**src/rtl/ram_port_arbiter_if.sv**
```systemverilog
// Requester and RAM-side signal bundle for ram_port_arbiter.
// slave is the arbiter's view; master is the view of the requesters and RAM combined.
interface ram_port_arbiter_if #(
   parameter int unsigned N_REQ  = 2,
   parameter int unsigned ADDR_W = 32,
   parameter int unsigned DATA_W = 32
);
   logic                               boot_lock;
   logic [N_REQ-1:0]                   req;
   logic [N_REQ-1:0][1:0]              req_op;
   logic [N_REQ-1:0][ADDR_W-1:0]       req_addr;
   logic [N_REQ-1:0][1:0]              req_size;
   logic [N_REQ-1:0][DATA_W-1:0]       req_wdata;
   logic [N_REQ-1:0]                   gnt;
   logic [N_REQ-1:0]                   rvalid;
   logic [DATA_W-1:0]                  rdata;
   logic [1:0]                         ram_op;
   logic [ADDR_W-1:0]                  ram_addr;
   logic [1:0]                         ram_size;
   logic [DATA_W-1:0]                  ram_data_in;
   logic [DATA_W-1:0]                  ram_data_out;

   modport slave (
      input  boot_lock, req, req_op, req_addr, req_size, req_wdata, ram_data_out,
      output gnt, rvalid, rdata, ram_op, ram_addr, ram_size, ram_data_in
   );

   modport master (
      output boot_lock, req, req_op, req_addr, req_size, req_wdata, ram_data_out,
      input  gnt, rvalid, rdata, ram_op, ram_addr, ram_size, ram_data_in
   );
endinterface

```
**src/rtl/ram_port_arbiter.sv**
```systemverilog
// Round-robin arbiter sharing one registered RAM port among N_REQ requesters,
// with a fixed-latency return pipe that routes load data back to its issuer.
module ram_port_arbiter #(
   parameter int unsigned N_REQ   = 2,
   parameter int unsigned RAM_LAT = 1,
   parameter int unsigned ADDR_W  = 32,
   parameter int unsigned DATA_W  = 32
) (
   input logic               clk,
   input logic               rst,
   ram_port_arbiter_if.slave bus
);
   localparam logic [1:0] RAM_NOP  = 2'd0;
   localparam logic [1:0] RAM_LOAD = 2'd1;
   localparam int unsigned IDW     = $clog2(N_REQ);

   logic [N_REQ-1:0]              gnt_q, gnt_d, elig;
   logic [IDW-1:0]                prio_q, prio_d, win, issue_id_q;
   logic                          win_valid;
   logic [1:0]                    ram_op_q, ram_op_d, ram_size_q, ram_size_d;
   logic [ADDR_W-1:0]             ram_addr_q, ram_addr_d;
   logic [DATA_W-1:0]             ram_din_q, ram_din_d, rdata_q;
   logic [N_REQ-1:0]              rvalid_q, rvalid_d;
   logic [RAM_LAT-1:0]            pipe_vld_q;
   logic [RAM_LAT-1:0][IDW-1:0]   pipe_id_q;

   function automatic logic [IDW-1:0] wrap_idx(logic [IDW-1:0] base, int unsigned off);
      int unsigned s;
      s = 32'(base) + off;
      return IDW'(s % N_REQ);
   endfunction

   // A request still held in its grant cycle is masked so it is not granted twice.
   always_comb begin
      for (int i = 0; i < N_REQ; i++) begin
         elig[i] = bus.req[i] && (bus.req_op[i] != RAM_NOP) && !gnt_q[i] &&
                   (!bus.boot_lock || (i == 0));
      end
   end

   always_comb begin
      logic [IDW-1:0] cand;
      win       = '0;
      win_valid = 1'b0;
      for (int k = 0; k < N_REQ; k++) begin
         cand = wrap_idx(prio_q, k);
         if (!win_valid && elig[cand]) begin
            win_valid = 1'b1;
            win       = cand;
         end
      end
   end

   always_comb begin
      gnt_d      = '0;
      prio_d     = prio_q;
      ram_op_d   = RAM_NOP;
      ram_addr_d = ram_addr_q;
      ram_size_d = ram_size_q;
      ram_din_d  = ram_din_q;
      if (win_valid) begin
         gnt_d[win] = 1'b1;
         prio_d     = wrap_idx(win, 1);
         ram_op_d   = bus.req_op[win];
         ram_addr_d = bus.req_addr[win];
         ram_size_d = bus.req_size[win];
         ram_din_d  = bus.req_wdata[win];
      end
   end

   always_comb begin
      rvalid_d = '0;
      if (pipe_vld_q[RAM_LAT-1]) rvalid_d[pipe_id_q[RAM_LAT-1]] = 1'b1;
   end

   always_ff @(posedge clk or negedge rst) begin
      if (!rst) begin
         gnt_q      <= '0;
         prio_q     <= '0;
         issue_id_q <= '0;
         ram_op_q   <= RAM_NOP;
         ram_addr_q <= '0;
         ram_size_q <= '0;
         ram_din_q  <= '0;
      end else begin
         gnt_q      <= gnt_d;
         prio_q     <= prio_d;
         issue_id_q <= win;
         ram_op_q   <= ram_op_d;
         ram_addr_q <= ram_addr_d;
         ram_size_q <= ram_size_d;
         ram_din_q  <= ram_din_d;
      end
   end

   // Pipe is fed from the registered op, so its tail lines up with ram_data_out.
   always_ff @(posedge clk or negedge rst) begin
      if (!rst) begin
         pipe_vld_q <= '0;
         pipe_id_q  <= '0;
         rvalid_q   <= '0;
         rdata_q    <= '0;
      end else begin
         pipe_vld_q[0] <= (ram_op_q == RAM_LOAD);
         pipe_id_q[0]  <= issue_id_q;
         for (int s = 1; s < RAM_LAT; s++) begin
            pipe_vld_q[s] <= pipe_vld_q[s-1];
            pipe_id_q[s]  <= pipe_id_q[s-1];
         end
         rvalid_q <= rvalid_d;
         if (pipe_vld_q[RAM_LAT-1]) rdata_q <= bus.ram_data_out;
      end
   end

   assign bus.gnt         = gnt_q;
   assign bus.rvalid      = rvalid_q;
   assign bus.rdata       = rdata_q;
   assign bus.ram_op      = ram_op_q;
   assign bus.ram_addr    = ram_addr_q;
   assign bus.ram_size    = ram_size_q;
   assign bus.ram_data_in = ram_din_q;
endmodule
```
**src/flat_wrapper.sv**
```systemverilog
// flat-port wrapper written by rule: the top's interface ports become plain ports
module ram_port_arbiter_flat 
#(
   parameter int unsigned N_REQ   = 2,
   parameter int unsigned RAM_LAT = 1,
   parameter int unsigned ADDR_W  = 32,
   parameter int unsigned DATA_W  = 32
)
  (clk, rst, bus_boot_lock, bus_req, bus_req_op, bus_req_addr, bus_req_size, bus_req_wdata, bus_ram_data_out, bus_gnt, bus_rvalid, bus_rdata, bus_ram_op, bus_ram_addr, bus_ram_size, bus_ram_data_in);
  ram_port_arbiter_if #(.N_REQ(N_REQ), .ADDR_W(ADDR_W), .DATA_W(DATA_W)) bus_i ();
  input logic clk;
  input logic rst;
  input wire logic [$bits(bus_i.boot_lock)-1:0] bus_boot_lock;
  input wire logic [$bits(bus_i.req)-1:0] bus_req;
  input wire logic [$bits(bus_i.req_op)-1:0] bus_req_op;
  input wire logic [$bits(bus_i.req_addr)-1:0] bus_req_addr;
  input wire logic [$bits(bus_i.req_size)-1:0] bus_req_size;
  input wire logic [$bits(bus_i.req_wdata)-1:0] bus_req_wdata;
  input wire logic [$bits(bus_i.ram_data_out)-1:0] bus_ram_data_out;
  output wire logic [$bits(bus_i.gnt)-1:0] bus_gnt;
  output wire logic [$bits(bus_i.rvalid)-1:0] bus_rvalid;
  output wire logic [$bits(bus_i.rdata)-1:0] bus_rdata;
  output wire logic [$bits(bus_i.ram_op)-1:0] bus_ram_op;
  output wire logic [$bits(bus_i.ram_addr)-1:0] bus_ram_addr;
  output wire logic [$bits(bus_i.ram_size)-1:0] bus_ram_size;
  output wire logic [$bits(bus_i.ram_data_in)-1:0] bus_ram_data_in;
  assign bus_i.boot_lock = bus_boot_lock;
  assign bus_i.req = bus_req;
  assign bus_i.req_op = bus_req_op;
  assign bus_i.req_addr = bus_req_addr;
  assign bus_i.req_size = bus_req_size;
  assign bus_i.req_wdata = bus_req_wdata;
  assign bus_i.ram_data_out = bus_ram_data_out;
  assign bus_gnt = bus_i.gnt;
  assign bus_rvalid = bus_i.rvalid;
  assign bus_rdata = bus_i.rdata;
  assign bus_ram_op = bus_i.ram_op;
  assign bus_ram_addr = bus_i.ram_addr;
  assign bus_ram_size = bus_i.ram_size;
  assign bus_ram_data_in = bus_i.ram_data_in;
  ram_port_arbiter #(.N_REQ(N_REQ), .RAM_LAT(RAM_LAT), .ADDR_W(ADDR_W), .DATA_W(DATA_W)) u_core (.clk(clk), .rst(rst), .bus(bus_i));
endmodule
```
**config.mk**
```make
export PLATFORM = sky130hd
export DESIGN_NAME = ram_port_arbiter_flat
export DESIGN_NICKNAME = d
export VERILOG_FILES = /design/src/rtl/ram_port_arbiter_if.sv /design/src/rtl/ram_port_arbiter.sv /design/src/flat_wrapper.sv
export SDC_FILE = /design/constraint.sdc
export NUM_CORES = 1
export LEC_CHECK = 0
export ABC_AREA = 1
export BUFFER_PORTS_ARGS = -buffer_cell sky130_fd_sc_hd__buf_2
export CORE_MARGIN = 10
export CORE_UTILIZATION = 49
export DETAILED_ROUTE_END_ITERATION = 10
export GPL_TIMING_DRIVEN = 0
export PLACE_DENSITY = 0.87
export RECOVER_POWER = 100
export SETUP_SLACK_MARGIN = 0.15
export SKIP_LAST_GASP = 1
export SYNTH_ARGS = -nofsm -noshare
export SYNTH_HDL_FRONTEND = slang
export SYNTH_SLANG_ARGS = --single-unit
```
**constraint.sdc**
```tcl
create_clock -name clk -period 2.1 [get_ports clk]
set_input_delay 0.42 -clock clk [delete_from_list [all_inputs] [get_ports clk]]
set_output_delay 0.42 -clock clk [all_outputs]
set_load 0.03 [all_outputs]
```
After elaboration in Yosys (flattened, before gate mapping):

Index checks and enable logic that the tools add are counted.

* register bits: 108
* output and inout bits: 104

* add/subtract/negate cells: 2
* magnitude comparators: 6
* eq/ne operators: 1
* multiplexer cells: 23
* reductions and logical operators: 14

Operator list (number)
* $mux 32: 4
* $mux 2: 7
* $mux 1: 10
* $logic_and 1x1->1: 8
* $lt 1x2->1 const B: 4
* $logic_not 1->1: 4
* $reduce_bool 2->1: 2
* $add 1x1->1 const B: 2
* $demux 1 s1: 2
* $eq 2x1->1 const B: 1
* $ge 1x1->1 const B: 2

Longest topological paths before layout:

Gate-level depths: netlist (run 1).

* word-level depth: 15
* depth in mapped cells: 9
* depth with buffers taken out: 8

Worst setup path after synthesis (run 1):

OpenSTA, ideal clock, no wires.

* kind: reg-to-reg
* start: reg u_core.gnt_q[0], in the netlist u_core.bus.gnt[0]
* end: reg u_core.ram_addr_q[28], in the netlist u_core.bus.ram_addr[28]
* setup time: 0.124 ns
* data arrival time: 1.239 ns
* data required time: 1.976 ns
* slack: 0.736 ns
* stages on the path, launching flop included: 7
* buffers on the path: 2
* path through: dfrtp_1 > nor2_4 > nand3_2 > buf_6 > buf_4 > nand3_1 > nand3_1

* longest elaborated chain between the ends: 10

Ends and longest elaborated chain
* from (decl): line ram_port_arbiter.sv:17 `logic [N_REQ-1:0] gnt_q, gnt_d, elig;`
* from (signal assigned): line ram_port_arbiter.sv:86 `gnt_q <= gnt_d;`
* $logic_not 1->1 (*): line ram_port_arbiter.sv:36 `elig[i] = bus.req[i] && (bus.req_op[i] != RAM_NOP) && !gnt_q[i] &&`
* $logic_and 1x1->1 (*): line ram_port_arbiter.sv:36
* $mux 1 (not written as such) (2 in a row): line ram_port_arbiter.sv:47 `if (!win_valid && elig[cand]) begin`
* $mux 1: line ram_port_arbiter.sv:47
* $logic_not 1->1: line ram_port_arbiter.sv:47
* $logic_and 1x1->1: line ram_port_arbiter.sv:47
* $mux 1: line ram_port_arbiter.sv:47
* $mux 32 (not written as such) (2 in a row): line ram_port_arbiter.sv:65 `ram_addr_d = bus.req_addr[win];`
* to (signal assigned): line ram_port_arbiter.sv:90 `ram_addr_q <= ram_addr_d;`
* to (decl): line ram_port_arbiter.sv:21 `logic [ADDR_W-1:0] ram_addr_q, ram_addr_d;`

Every way passes the cells marked *; elsewhere a longest branch is shown, timed or not. The select of a mux whose other input is x is not followed.
A chain may end at the register's enable or synchronous reset.

Worst setup path in the final report (run 1):

* start: reg u_core.gnt_q[0], in the netlist u_core.bus.gnt[0]
* end: reg u_core.ram_addr_q[20], in the netlist u_core.bus.ram_addr[20]

The elaborated chain is that of the path after synthesis.

==> tab_implementation.tex, run 1 <==
\begin{tabular}{lr}
\hline
Metric & Value \\
\hline
\multicolumn{2}{l}{\textbf{Timing}} \\
\quad Post-Route Skew & 21.6 ps \\
\quad Transition time of the tightest slew-check pin & 1090 ps \\
\quad Post-route clock period utilization & between 80\% and 90\% \\
\quad Crit path setup slack, layout & roughly 340 ps \\
\quad RSZ-0062 raised after global routing & false \\
\quad Total setup violations reported at the end of the flow & 0 \\
\quad Min Clock Period, post-route & approximately 1800 ps \\
\quad F\_max & between 500 and 600 MHz \\
\quad Relative slew slack & 27.4\% \\
\quad Final slew viol count & 0 \\
\quad Worst slack on hold paths & 221 ps \\
\quad Final hold violation count & 0 \\
\multicolumn{2}{l}{\textbf{Placement}} \\
\quad Total of buffers placed on input and output ports & about 280 \\
\quad DP Wirelength & 14900 um \\
\quad Worst slack at placement & 402 ps \\
\quad Routability Congestion & 0.907 \\
\multicolumn{2}{l}{\textbf{Clock network}} \\
\quad Max Buffers Root-to-Sink & 2 \\
\quad CTS tree & done \\
\quad Sink count of the clock tree & approximately 110 \\
\quad Buffers inserted by post-CTS timing repair & 0 \\
\quad Register clock-pin slew on the reported worst setup and hold paths & 120 ps \\
\quad Clock buffer count from CTS & 9 \\
\quad Resized cells post-CTS & 0 \\
\quad Cell chosen for the clock root & sky130\_fd\_sc\_hd\_\_clkbuf\_8 \\
\quad Insertion delay to the later sink of the worst-skew pair & about 370 ps \\
\quad H-tree lvl count & 3 \\
\quad Count of hold-fix buffers inserted at cts & 0 \\
\multicolumn{2}{l}{\textbf{Floorplanning}} \\
\quad Die Outline Area & 15400 um\^{}2 \\
\quad Core Region & 10400 um\^{}2 \\
\quad Number of ports placed on the die boundary & about 280 \\
\quad Effective utilization at floorplan & 50.9\% \\
\quad Die height & 124 um \\
\quad Die boundary width & 124 um \\
\quad Cell row count & 37 \\
\multicolumn{2}{l}{\textbf{Pwr}} \\
\quad IR drop worst, VDD & $\sim$500 uV \\
\quad Total Power Consumption & 6.40 mW \\
\quad Static leakage & approximately 3.8 nW \\
\quad Pwr dens & 931 nW/um\^{}2 \\
\multicolumn{2}{l}{\textbf{Logic synthesis}} \\
\quad Dominant cell type by area after synthesis & sky130\_fd\_sc\_hd\_\_dfrtp\_1 \\
\quad Mean post-synth cell area & 7.73 um\^{}2 \\
\quad Flip-flop and latch count after synthesis & 108 \\
\quad Warnings from Yosys & 0 \\
\quad Synthesized instance count & 686 \\
\quad Count of cell types in the netlist & 17 \\
\quad Sequential fraction of the synthesis area & 51.0\% \\
\quad Top area cells in the synthesized netlist & sky130\_fd\_sc\_hd\_\_dfrtp\_1, sky130\_fd\_sc\_hd\_\_nand3\_1, sky130\_fd\_sc\_hd\_\_nand2\_1 \\
\quad Net count of the mapped netlist & 859 \\
\quad Yosys top cell area share & 51.0\% \\
\quad Post-synthesis cell area & 5300 um\^{}2 \\
\multicolumn{2}{l}{\textbf{Worst setup path}} \\
\quad Endpoint arrival time on the critical path & 2060 ps \\
\quad Worst r2r dst & u\_core.bus.ram\_addr[20] \\
\quad Slack of the worst reg-to-reg path & 340 ps \\
\quad Type of element capturing the critical path & register \\
\quad Launching point of the worst reg2reg path & u\_core.bus.gnt[0] \\
\quad Maximum net fanout on the critical path & 10 \\
\quad R2R depth & 6 \\
\quad Critical path required time & 2400 ps \\
\quad Class of the most critical setup path & reg -> reg \\
\quad Type of origin of the critical path & register \\
\multicolumn{2}{l}{\textbf{Global route}} \\
\quad Vias in the first global route & 5773 \\
\quad Global-route usage over all layers & 24.0\% \\
\quad Maximum number of pins on one net before global-route repair & around 70 \\
\quad First-pass GRT wire length & approximately 29000 um \\
\quad Aggregate global routing overflow & 0 \\
\quad Initial antenna violation count & 0 \\
\multicolumn{2}{l}{\textbf{Routing}} \\
\quad Detailed-router iteration count before antenna repair & 5 \\
\quad Routed Wire Length & 19000 um \\
\quad Initial DRC count & 506 \\
\quad Drt wl/cell & 17.1 um \\
\quad Post-detailed-route count of antenna-violating nets & 0 \\
\quad Count of vias placed by the detailed router & 5689 \\
\quad DRC violations left & 0 \\
\quad Per-cell via count in the routed design & 5.10 \\
\multicolumn{2}{l}{\textbf{Finish}} \\
\quad Net count of the finished layout & about 1100 \\
\quad Number of diodes & 0 \\
\quad Fraction of final layout cells sized beyond drive strength 1 & 23.0\% \\
\quad Area growth from synthesis to final layout & 29.7\% \\
\multicolumn{2}{l}{\textbf{Hold path}} \\
\quad Hold Path Class & in -> async \\
\multicolumn{2}{l}{\textbf{Job}} \\
\quad Number of max-capacitance violations reported & 0 \\
\multicolumn{2}{l}{\textbf{Status}} \\
\quad Status & finished, final reports clean \\
\hline
\end{tabular}
-- kinds of logic after synthesis --
group | synth area share [%]
and+or+nand+nor | 38.0
buffers and inverters | 10.9
DFF | 51.0
AOI/OAI and AO/OA | 0.189
-- power breakdown --
part           switching [mW]  internal, mW  total (mW)  leakage [nW]
Clock                   0.776         0.461        1.24        0.0913
Combinational            1.78         0.624        2.40          2.39
Sequential              0.244          2.52        2.76          1.34
Total                    2.80          3.60        6.40          3.82
-- stage by stage --
step           std cells  utilization (%)  TNS, ps  area [um^2]
2_1_floorplan        686                -        0         5300
3_3_place_gp        1098             65.8   -66840         6860
3_5_place_dp        1099             66.1        0         6890
4_1_cts             1115             67.9        0         7070
5_1_grt             1115             66.0        0         6880
6_report            1115             66.0        0         6880
-- layer usage --
layer  up-vias  routed length (um)  GRT usage (%)
met1      2609                7250           28.2
met4         0                 545           9.21
met5         -                   0              0
met3        39                2230           8.24
li1       2732                   -              -
met2       309                9020           39.7
-- synth_stat cells --
| master | n |
|---|---|
| sky130_fd_sc_hd__dfrtp_1 | 108 |
| sky130_fd_sc_hd__buf_4 | 1 |
| sky130_fd_sc_hd__clkbuf_1 | 13 |
| sky130_fd_sc_hd__nand3_2 | 12 |
| sky130_fd_sc_hd__nor2_4 | 2 |
| sky130_fd_sc_hd__buf_2 | 24 |
| sky130_fd_sc_hd__nand2_2 | 4 |
| sky130_fd_sc_hd__nand2_1 | 168 |
| sky130_fd_sc_hd__buf_1 | 4 |
| sky130_fd_sc_hd__inv_2 | 3 |
| sky130_fd_sc_hd__inv_1 | 78 |
| sky130_fd_sc_hd__nand3_1 | 191 |
| sky130_fd_sc_hd__buf_8 | 1 |
| sky130_fd_sc_hd__a21oi_1 | 1 |
| sky130_fd_sc_hd__o21ai_0 | 1 |
| sky130_fd_sc_hd__buf_6 | 6 |
| sky130_fd_sc_hd__nor2_1 | 69 |
-- area by class of cell --
cell class                      count  area, um^2
Buffer                             49         260
Clock buffer                       10         128
Timing Repair Buffer              277        1280
Clock inverter                      6        56.3
Fill cell                         972        3540
Sequential cell                   108        2700
Multi-Input combinational cell    448        1980
Tap cell                          136         170
Inverter                           81         304
-- worst max-delay path, stage by stage (launching register included) --
cell and delay (ps):
sky130_fd_sc_hd__dfrtp_1 420, sky130_fd_sc_hd__nor2_4 140, sky130_fd_sc_hd__nand3_2 150, sky130_fd_sc_hd__nand2_1 320
sky130_fd_sc_hd__clkbuf_1 440, sky130_fd_sc_hd__nand2_1 120, sky130_fd_sc_hd__nand3_1 100
-- registers in the layout, summed over array words and instances, names as in the netlist, 2 cells and up --
| name | cells |
|---|---|
| u_core.bus.ram_addr | 32 |
| u_core.bus.ram_data_in | 32 |
| u_core.bus.rdata | 32 |
| u_core.bus.gnt | 2 |
| u_core.bus.ram_op | 2 |
| u_core.bus.ram_size | 2 |
| u_core.bus.rvalid | 2 |
-- how the worst max path moves through the flow --
stage               slack (ps)                      end  cells after the start         startpoint
floorplan                  740  u_core.bus.ram_addr[28]                      6  u_core.bus.gnt[0]
global placement          -630   u_core.bus.ram_addr[0]                      1                rst
detailed placement         400  u_core.bus.ram_addr[19]                      8      bus_req_op[1]
CTS                        580  u_core.bus.ram_addr[20]                      7  u_core.bus.gnt[1]
global route               220  u_core.bus.ram_addr[20]                      6  u_core.bus.gnt[0]
finish                     340  u_core.bus.ram_addr[20]                      6  u_core.bus.gnt[0]
-- placed cells by master, fill, tap and decap left out, types with 5 or more instances in the layout --
| cell type | count |
|---|---|
| sky130_fd_sc_hd__dfrtp_1 | 108 |
| sky130_fd_sc_hd__nand2_1 | 170 |
| sky130_fd_sc_hd__buf_2 | 190 |
| sky130_fd_sc_hd__clkbuf_1 | 124 |
| sky130_fd_sc_hd__buf_6 | 5 |
| sky130_fd_sc_hd__nand3_1 | 199 |
| sky130_fd_sc_hd__inv_1 | 78 |
| sky130_fd_sc_hd__nor2_1 | 69 |
| sky130_fd_sc_hd__clkbuf_8 | 9 |
No activity file was read; power rests on OpenSTA's default activity.
==> run 2: changes to the inputs <==
Settings changed: ABC_AREA 1 to 0, CORE_UTILIZATION 49 to 39, PLACE_DENSITY 0.87 to 0.78.
Clock period 2.1 ns to 1.6 ns, I/O delays scaled along.
==> run 2 against run 1 <==
  * The run now ends with negative setup slack left
  * Critical path depth rose by 1
  * Synthesized area fell by 15%
  * Clock skew fell by 14 ps
  * Highest routed layer unchanged
  * Clock-buffer cell count fell by 1
  * Worst setup slack got worse by 490 ps
==> tab_implementation.tex, run 2 <==
\begin{tabular}{lr}
\hline
Metric & Value \\
\hline
\multicolumn{2}{l}{\textbf{Logic synthesis}} \\
\quad Flip-flop and latch count after synthesis & 108 (unchanged) \\
\quad Warnings from Yosys & 0 (unchanged) \\
\quad Most frequent cell after synthesis & sky130\_fd\_sc\_hd\_\_dfrtp\_1 (was sky130\_fd\_sc\_hd\_\_nand3\_1) \\
\quad Synthesized instance count & 321 (was 686) \\
\quad Mean post-synth cell area & 14.1 um\^{}2 (was 7.73 um\^{}2) \\
\quad Top\_reg\_cell synth & sky130\_fd\_sc\_hd\_\_dfrtp\_1 (unchanged) \\
\quad Ys async rst share & 100\% (unchanged) \\
\quad Yosys top cell area share & 59.9\% (was 51.0\%) \\
\quad Net count of the mapped netlist & 494 (was 859) \\
\quad Number of synthesized flops with an enable pin & 0 (unchanged) \\
\quad Top area cells in the synthesized netlist & sky130\_fd\_sc\_hd\_\_dfrtp\_1, sky130\_fd\_sc\_hd\_\_or3\_1, sky130\_fd\_sc\_hd\_\_o221a\_2 (was sky130\_fd\_sc\_hd\_\_dfrtp\_1, sky130\_fd\_sc\_hd\_\_nand3\_1, sky130\_fd\_sc\_hd\_\_nand2\_1) \\
\quad Count of cell types in the netlist & 21 (was 17) \\
\quad Ranking of synthesized cells by instance count & sky130\_fd\_sc\_hd\_\_dfrtp\_1, sky130\_fd\_sc\_hd\_\_or3\_1, sky130\_fd\_sc\_hd\_\_o221a\_2 (was sky130\_fd\_sc\_hd\_\_nand3\_1, sky130\_fd\_sc\_hd\_\_nand2\_1, sky130\_fd\_sc\_hd\_\_dfrtp\_1) \\
\quad Dominant cell type by area after synthesis & sky130\_fd\_sc\_hd\_\_dfrtp\_1 (unchanged) \\
\quad Post-synthesis cell area & 4510 um\^{}2 (was 5300 um\^{}2) \\
\quad Sequential fraction of the synthesis area & 59.9\% (was 51.0\%) \\
\multicolumn{2}{l}{\textbf{Timing}} \\
\quad F\_max & 571 MHz (was 568 MHz) \\
\quad RSZ-0062 raised after global routing & true (was false) \\
\quad Transition time of the tightest slew-check pin & 946 ps (was 1090 ps) \\
\quad Post-route clock period utilization & 110\% (was 83.9\%) \\
\quad Post-Route Skew & 7.13 ps (was 21.6 ps) \\
\quad Final hold violation count & 0 (unchanged) \\
\quad Min Clock Period, post-route & 1750 ps (was 1760 ps) \\
\quad Worst slack on hold paths & 203 ps (was 221 ps) \\
\quad Relative slew slack & 36.9\% (was 27.4\%) \\
\quad Crit path setup slack, layout & -153 ps (was 338 ps) \\
\quad Post-Route Setup TNS & -7620 ps (was 0 ps) \\
\quad Final slew viol count & 0 (unchanged) \\
\quad Total setup violations reported at the end of the flow & 68 (was 0) \\
\multicolumn{2}{l}{\textbf{Worst setup path}} \\
\quad Endpoint arrival time on the critical path & 1980 ps (was 2060 ps) \\
\quad Type of element capturing the critical path & register (unchanged) \\
\quad Slack of the worst reg-to-reg path & -150 ps (was 340 ps) \\
\quad Type of origin of the critical path & register (unchanged) \\
\quad Class of the most critical setup path & reg -> reg (unchanged) \\
\quad Maximum net fanout on the critical path & 5 (was 10) \\
\quad Critical path required time & 1830 ps (was 2400 ps) \\
\multicolumn{2}{l}{\textbf{Job}} \\
\quad Number of max-capacitance violations reported & 0 (unchanged) \\
\multicolumn{2}{l}{\textbf{Routing}} \\
\quad Per-cell via count in the routed design & 5.28 (was 5.10) \\
\quad Post-detailed-route count of antenna-violating nets & 0 (unchanged) \\
\quad Initial DRC count & 302 (was 506) \\
\quad DR WL met2 & 8770 um (was 9020 um) \\
\quad Count of vias placed by the detailed router & 4148 (was 5689) \\
\quad Wire length on met1 & 6760 um (was 7250 um) \\
\quad Drt wl/cell & 22.1 um (was 17.1 um) \\
\quad Detailed-router iteration count before antenna repair & 4 (was 5) \\
\quad Top routing layer in use & met4 (unchanged) \\
\quad DRC violations left & 0 (unchanged) \\
\quad Met3 wirelength from detailed routing & 1650 um (was 2230 um) \\
\quad Routed Wire Length & 17400 um (was 19000 um) \\
\multicolumn{2}{l}{\textbf{Placement}} \\
\quad Routability Congestion & 0.835 (was 0.907) \\
\quad Total of buffers placed on input and output ports & 276 (unchanged) \\
\quad Placed cell count & 741 (was 1099) \\
\quad DP Wirelength & 13000 um (was 14900 um) \\
\multicolumn{2}{l}{\textbf{Global route}} \\
\quad First-pass GRT wire length & 25800 um (was 29300 um) \\
\quad Vias in the first global route & 4562 (was 5773) \\
\quad Global-route usage over all layers & 19.7\% (was 24.0\%) \\
\quad Aggregate global routing overflow & 0 (unchanged) \\
\quad Maximum number of pins on one net before global-route repair & 75 (was 69) \\
\quad Initial antenna violation count & 0 (unchanged) \\
\multicolumn{2}{l}{\textbf{Finish}} \\
\quad Final cell count without fillers & 785 (was 1115) \\
\quad Footprint of the multi-input gates & 1830 um\^{}2 (was 1980 um\^{}2) \\
\quad Utilization after layout & 61.3\% (was 66.0\%) \\
\quad Fraction of final layout cells sized beyond drive strength 1 & 52.6\% (was 23.0\%) \\
\quad Filler Cell Count & 937 (was 972) \\
\quad Leading cell types in the layout, fill and taps excluded & sky130\_fd\_sc\_hd\_\_buf\_2, sky130\_fd\_sc\_hd\_\_dfrtp\_1, sky130\_fd\_sc\_hd\_\_clkbuf\_1 (was sky130\_fd\_sc\_hd\_\_nand3\_1, sky130\_fd\_sc\_hd\_\_buf\_2, sky130\_fd\_sc\_hd\_\_nand2\_1) \\
\quad FF/Latch Area & 2710 um\^{}2 (was 2700 um\^{}2) \\
\quad Most common library cell in the layout ignoring fill and taps & sky130\_fd\_sc\_hd\_\_buf\_2 (was sky130\_fd\_sc\_hd\_\_nand3\_1) \\
\quad Net count of the finished layout & 809 (was 1147) \\
\quad Area growth from synthesis to final layout & 54.5\% (was 29.7\%) \\
\multicolumn{2}{l}{\textbf{Clock network}} \\
\quad Register clock-pin slew on the reported worst setup and hold paths & 80 ps (was 120 ps) \\
\quad H-tree lvl count & 3 (unchanged) \\
\quad Clock buffer count from CTS & 9 (unchanged) \\
\quad Cell chosen for the clock root & sky130\_fd\_sc\_hd\_\_clkbuf\_16 (was sky130\_fd\_sc\_hd\_\_clkbuf\_8) \\
\quad Sink count of the clock tree & 108 (unchanged) \\
\quad Max Buffers Root-to-Sink & 2 (unchanged) \\
\quad CTS tree & done (unchanged) \\
\quad Insertion delay to the later sink of the worst-skew pair & 340 ps (was 370 ps) \\
\multicolumn{2}{l}{\textbf{Pwr}} \\
\quad Pwr dens & 1360 nW/um\^{}2 (was 931 nW/um\^{}2) \\
\quad Static leakage & 3.06 nW (was 3.82 nW) \\
\quad IR drop worst, VDD & 755 uV (was 510 uV) \\
\multicolumn{2}{l}{\textbf{Floorplanning}} \\
\quad Number of ports placed on the die boundary & 277 (unchanged) \\
\quad Core Region & 11400 um\^{}2 (was 10400 um\^{}2) \\
\quad Die boundary width & 128 um (was 124 um) \\
\quad Cell row count & 39 (was 37) \\
\quad Effective utilization at floorplan & 39.7\% (was 50.9\%) \\
\quad Die height & 128 um (was 124 um) \\
\quad Die Outline Area & 16300 um\^{}2 (was 15400 um\^{}2) \\
\multicolumn{2}{l}{\textbf{Status}} \\
\quad Status & complete, but fails checks (was finished, final reports clean) \\
\quad Violations in the final reports & negative setup slack \\
\multicolumn{2}{l}{\textbf{Hold path}} \\
\quad Hold Path Class & in -> reg (was in -> async) \\
\hline
\end{tabular}
-- run 2: final cells by class --
type,count,share of cell area (%)
Inverter,1,0.0898
Clock inverter,7,1.18
Multi-Input combinational cell,181,26.2
Antenna cell,1,0.0359
Buffer,31,4.34
Tap cell,143,2.57
Clock buffer,9,3.23
Sequential cell,108,38.8
Timing Repair Buffer,304,23.5
-- run 2: what timing repair did --
action	CTS	global route
hold buffers	1	0
gates resized for setup	48	48
endpoints found under the setup margin	99	89
buffers inserted	8	7
endpoints found under the hold margin	34	0
gates cloned	5	7
pin swaps	1	8
-- run 2: report_power, final --
group / switching, mW / internal (mW) / total [mW]
sequential: 0.371 / 3.35 / 3.72
combinational: 2.21 / 1.26 / 3.47
clock: 1.06 / 1.24 / 2.30
total: 3.64 / 5.86 / 9.49
-- run 2: routing by layer --
layer	vias to the layer above	track usage [%]
met5	-	0
met4	0	4.49
met3	16	7.11
met2	196	34.7
met1	2042	22.2
li1	1894	-
-- run 2: through the flow --
step / total power, mW / worst slack (ps) / instance area [um^2]
floorplan: 5.80 / -53.0 / 4540
global placement: 6.96 / -1070 / 6100
detailed placement: 7.06 / -587 / 6130
CTS: 9.49 / -133 / 6710
global route: 9.93 / -223 / 6970
finish: 9.49 / -153 / 6970
-- run 2: worst paths after layout --
kind	endpoint	cells past startpoint	start
setup reg to reg	u_core.bus.ram_data_in[3]	7	u_core.bus.gnt[1]
setup / recovery	u_core.bus.ram_data_in[3]	7	u_core.bus.gnt[1]
max in group asynchronous	u_core.bus.gnt[1]	3	rst
min in group asynchronous	u_core.bus.ram_addr[4]	2	rst
hold reg to reg	u_core.pipe_id_q	0	u_core.issue_id_q
hold / removal	u_core.bus.rdata[24]	2	bus_ram_data_out[24]
-- run 2: kinds of logic (layout without fill, tap and decap cells) --
kind of cell / Yosys count / count (layout) / share of synthesized area, %
multiplexers: 32 / 32 / 7.99
other: 0 / 1 / 0
AO/OA/AOI/OAI: 72 / 73 / 17.5
AND/OR/NAND/NOR: 76 / 76 / 10.9
buffers and inverters: 33 / 352 / 3.72
flip-flops: 108 / 108 / 59.9
-- run 2: worst max-delay path, cell delays in order (launching register included) --
cell,delay (ps)
sky130_fd_sc_hd__dfrtp_2,430
sky130_fd_sc_hd__nor3b_4,180
sky130_fd_sc_hd__buf_6,150
sky130_fd_sc_hd__o21ai_4,100
sky130_fd_sc_hd__buf_6,150
sky130_fd_sc_hd__clkbuf_8,140
sky130_fd_sc_hd__or3_1,360
sky130_fd_sc_hd__o221a_1,130
==> run 3: changes to the inputs <==
Settings changed: GPL_TIMING_DRIVEN 0 to not set.
==> run 3 against run 2 <==
  * The flow still finishes with violations (negative setup slack)
  * Total power fell by 4.0%
  * Non-clock buffer count shrank 32
  * Register-to-register slack improved by 130 ps
  * Design area decreased by 6.8%
  * Sequential share of layout area up 2.8 points
  * Sequential cell count did not move
  * Via count is 4.2% lower
  * Critical endpoint is now u_core.bus.ram_addr[23]
==> tab_implementation.tex, run 3 (synthesis results as in run 2) <==
\begin{tabular}{lr}
\hline
Metric & Value \\
\hline
\multicolumn{2}{l}{\textbf{Pwr}} \\
\quad Net switching fraction of the power & 38.9\% (was 38.3\%) \\
\quad Static leakage & 2.82 nW (was 3.06 nW) \\
\quad Switching component of the power & 3.55 mW (was 3.64 mW) \\
\quad Combinational power share & 36.4\% (was 36.6\%) \\
\quad Total Power Consumption & 9.11 mW (was 9.49 mW) \\
\quad Share of power burned in the clock network & 22.8\% (was 24.2\%) \\
\quad IR drop worst, VDD & 940 uV (was 755 uV) \\
\quad Relative contribution of sequential cells to total power & 40.8\% (was 39.2\%) \\
\quad Pwr dens & 1400 nW/um\^{}2 (was 1360 nW/um\^{}2) \\
\quad Internal power & 5.56 mW (was 5.86 mW) \\
\multicolumn{2}{l}{\textbf{Finish}} \\
\quad Footprint of the multi-input gates & 1670 um\^{}2 (was 1830 um\^{}2) \\
\quad Final cell count without fillers & 750 (was 785) \\
\quad Number of diodes & 0 (was 1) \\
\quad Leading cell types in the layout, fill and taps excluded & sky130\_fd\_sc\_hd\_\_buf\_2, sky130\_fd\_sc\_hd\_\_dfrtp\_1, sky130\_fd\_sc\_hd\_\_clkbuf\_1 (unchanged) \\
\quad Most common library cell in the layout ignoring fill and taps & sky130\_fd\_sc\_hd\_\_buf\_2 (unchanged) \\
\quad FF/Latch Area & 2710 um\^{}2 (about the same) \\
\quad Filler Cell Count & 1009 (was 937) \\
\quad Fraction of final layout cells sized beyond drive strength 1 & 47.8\% (was 52.6\%) \\
\quad Net count of the finished layout & 776 (was 809) \\
\quad Area growth from synthesis to final layout & 44.0\% (was 54.5\%) \\
\multicolumn{2}{l}{\textbf{Global route}} \\
\quad Maximum number of pins on one net before global-route repair & 64 (was 75) \\
\quad Vias in the first global route & 4457 (was 4562) \\
\quad First-pass GRT wire length & 25200 um (was 25800 um) \\
\quad Aggregate global routing overflow & 0 (unchanged) \\
\quad Initial antenna violation count & 0 (unchanged) \\
\quad Global-route usage over all layers & 19.3\% (was 19.7\%) \\
\multicolumn{2}{l}{\textbf{Routing}} \\
\quad Count of vias placed by the detailed router & 3972 (was 4148) \\
\quad DRC violations left & 0 (unchanged) \\
\quad Drt wl/cell & 22.1 um (about the same) \\
\quad Post-detailed-route count of antenna-violating nets & 0 (unchanged) \\
\quad Routed Wire Length & 16600 um (was 17400 um) \\
\quad Detailed-router iteration count before antenna repair & 4 (unchanged) \\
\quad Initial DRC count & 268 (was 302) \\
\quad Per-cell via count in the routed design & 5.30 (was 5.28) \\
\multicolumn{2}{l}{\textbf{Status}} \\
\quad Violations in the final reports & negative setup slack (unchanged) \\
\quad Status & complete, but fails checks (unchanged) \\
\multicolumn{2}{l}{\textbf{Floorplanning}} \\
\quad Die boundary width & 128 um (unchanged) \\
\quad Die height & 128 um (unchanged) \\
\quad Effective utilization at floorplan & 39.7\% (unchanged) \\
\quad Cell row count & 39 (unchanged) \\
\quad Die Outline Area & 16300 um\^{}2 (unchanged) \\
\quad Core Region & 11400 um\^{}2 (unchanged) \\
\quad Number of ports placed on the die boundary & 277 (unchanged) \\
\multicolumn{2}{l}{\textbf{Worst setup path}} \\
\quad Class of the most critical setup path & reg -> reg (unchanged) \\
\quad Critical path required time & 1870 ps (was 1830 ps) \\
\quad Maximum net fanout on the critical path & 40 (was 5) \\
\quad Endpoint arrival time on the critical path & 1900 ps (was 1980 ps) \\
\quad Type of element capturing the critical path & register (unchanged) \\
\quad Type of origin of the critical path & register (unchanged) \\
\multicolumn{2}{l}{\textbf{Job}} \\
\quad Number of max-capacitance violations reported & 0 (unchanged) \\
\multicolumn{2}{l}{\textbf{Clock network}} \\
\quad CTS tree & done (unchanged) \\
\quad Register clock-pin slew on the reported worst setup and hold paths & 70 ps (was 80 ps) \\
\quad Cell chosen for the clock root & sky130\_fd\_sc\_hd\_\_clkbuf\_16 (unchanged) \\
\quad Max Buffers Root-to-Sink & 2 (unchanged) \\
\quad Insertion delay to the later sink of the worst-skew pair & 340 ps (about the same) \\
\quad Sink count of the clock tree & 108 (unchanged) \\
\quad Clock buffer count from CTS & 9 (unchanged) \\
\quad H-tree lvl count & 3 (unchanged) \\
\multicolumn{2}{l}{\textbf{Timing}} \\
\quad RSZ-0062 raised after global routing & true (unchanged) \\
\quad Final hold violation count & 0 (unchanged) \\
\quad Crit path setup slack, layout & -22.0 ps (was -153 ps) \\
\quad Post-route clock period utilization & 101\% (was 110\%) \\
\quad Worst slack on hold paths & 206 ps (was 203 ps) \\
\quad Post-Route Setup TNS & -179 ps (was -7620 ps) \\
\quad Total setup violations reported at the end of the flow & 24 (was 68) \\
\quad F\_max & 617 MHz (was 571 MHz) \\
\quad Relative slew slack & 43.8\% (was 36.9\%) \\
\quad Transition time of the tightest slew-check pin & 843 ps (was 946 ps) \\
\quad Min Clock Period, post-route & 1620 ps (was 1750 ps) \\
\quad Final slew viol count & 0 (unchanged) \\
\quad Post-Route Skew & 6.75 ps (was 7.13 ps) \\
\multicolumn{2}{l}{\textbf{Hold path}} \\
\quad Hold Path Class & in -> reg (unchanged) \\
\multicolumn{2}{l}{\textbf{Placement}} \\
\quad Placed cell count & 724 (was 741) \\
\quad Routability Congestion & 0.833 (was 0.835) \\
\quad Total of buffers placed on input and output ports & 276 (unchanged) \\
\quad Worst slack at placement & -138 ps (was -587 ps) \\
\quad DP Wirelength & 12000 um (was 13000 um) \\
\hline
\end{tabular}
==> run 3: cell types whose count changed in the layout (fill, tap and decap cells not counted), sizes merged <==
cell      change
clkinvlp      +1
diode         -1
clkbuf       -12
bufbuf        +2
o21ai         -1
inv           -1
bufinv        -1
buf          -22
==> run 3: area by class of cell <==
cell class                      count  share of cell area (%)
Timing Repair Buffer              303                    25.6
Multi-Input combinational cell    180                    25.7
Clock inverter                      6                   0.751
Inverter                            1                  0.0578
Sequential cell                   108                    41.6
Clock buffer                        9                    3.47
Tap cell                          143                    2.75
==> run 3: layer usage <==
metal  vias to the layer above  global-route usage (%)  routed length, um
li1                       1823                       -                  -
met1                      1929                    22.3               6360
met2                       208                    33.1               8190
met3                        12                    7.44               1860
met4                         0                    4.62                159
met5                         -                       0                  0
==> run 3: timing repair <==
action | in CTS | in global routing
hold buffers | 1 | 0
endpoints found under the setup margin | 69 | 71
pin swaps | 2 | 2
hold endpoints to repair | 52 | 0
resized for setup | 2 | 5
setup buffers | 2 | 4
gates cloned | 4 | 0
==> run 3: path summary, 6_finish.rpt <==
path / start / end / slack [ps] / cells past startpoint
setup / recovery: u_core.bus.gnt[1] / u_core.bus.ram_addr[23] / -20 / 6
hold / removal: bus_ram_data_out[27] / u_core.bus.rdata[27] / 210 / 2
setup reg to reg: u_core.bus.gnt[1] / u_core.bus.ram_addr[23] / -20 / 6
hold reg to reg: u_core.issue_id_q / u_core.pipe_id_q / 360 / 0
max in group asynchronous: rst / u_core.bus.gnt[1] / 220 / 3
min in group asynchronous: rst / u_core.bus.ram_addr[5] / 680 / 3
==> run 3: through the flow <==
stage	util (%)	instance area, um^2
finish	57.1	6490
floorplan	-	4540
global route	57.1	6490
CTS	58.1	6600
global placement	54.2	6160
detailed placement	54.2	6160
==> run 3: power by group through the flow <==
stage | Sequential [mW] | Combinational [mW] | Clock (mW)
2_1_floorplan | 4.93 | 0.863 | 0
3_3_place_gp | 3.70 | 3.28 | 0
3_5_place_dp | 3.73 | 3.35 | 0
4_1_cts | 3.69 | 3.52 | 2.12
5_1_grt | 3.78 | 3.52 | 2.22
6_report | 3.72 | 3.31 | 2.08
==> run 3: critical path, cell delays in order (launching register included) <==
cell	delay, ps
sky130_fd_sc_hd__dfrtp_2	420
sky130_fd_sc_hd__nor3b_4	250
sky130_fd_sc_hd__buf_4	150
sky130_fd_sc_hd__o21a_1	130
sky130_fd_sc_hd__a21o_4	160
sky130_fd_sc_hd__buf_12	210
sky130_fd_sc_hd__o221a_1	220
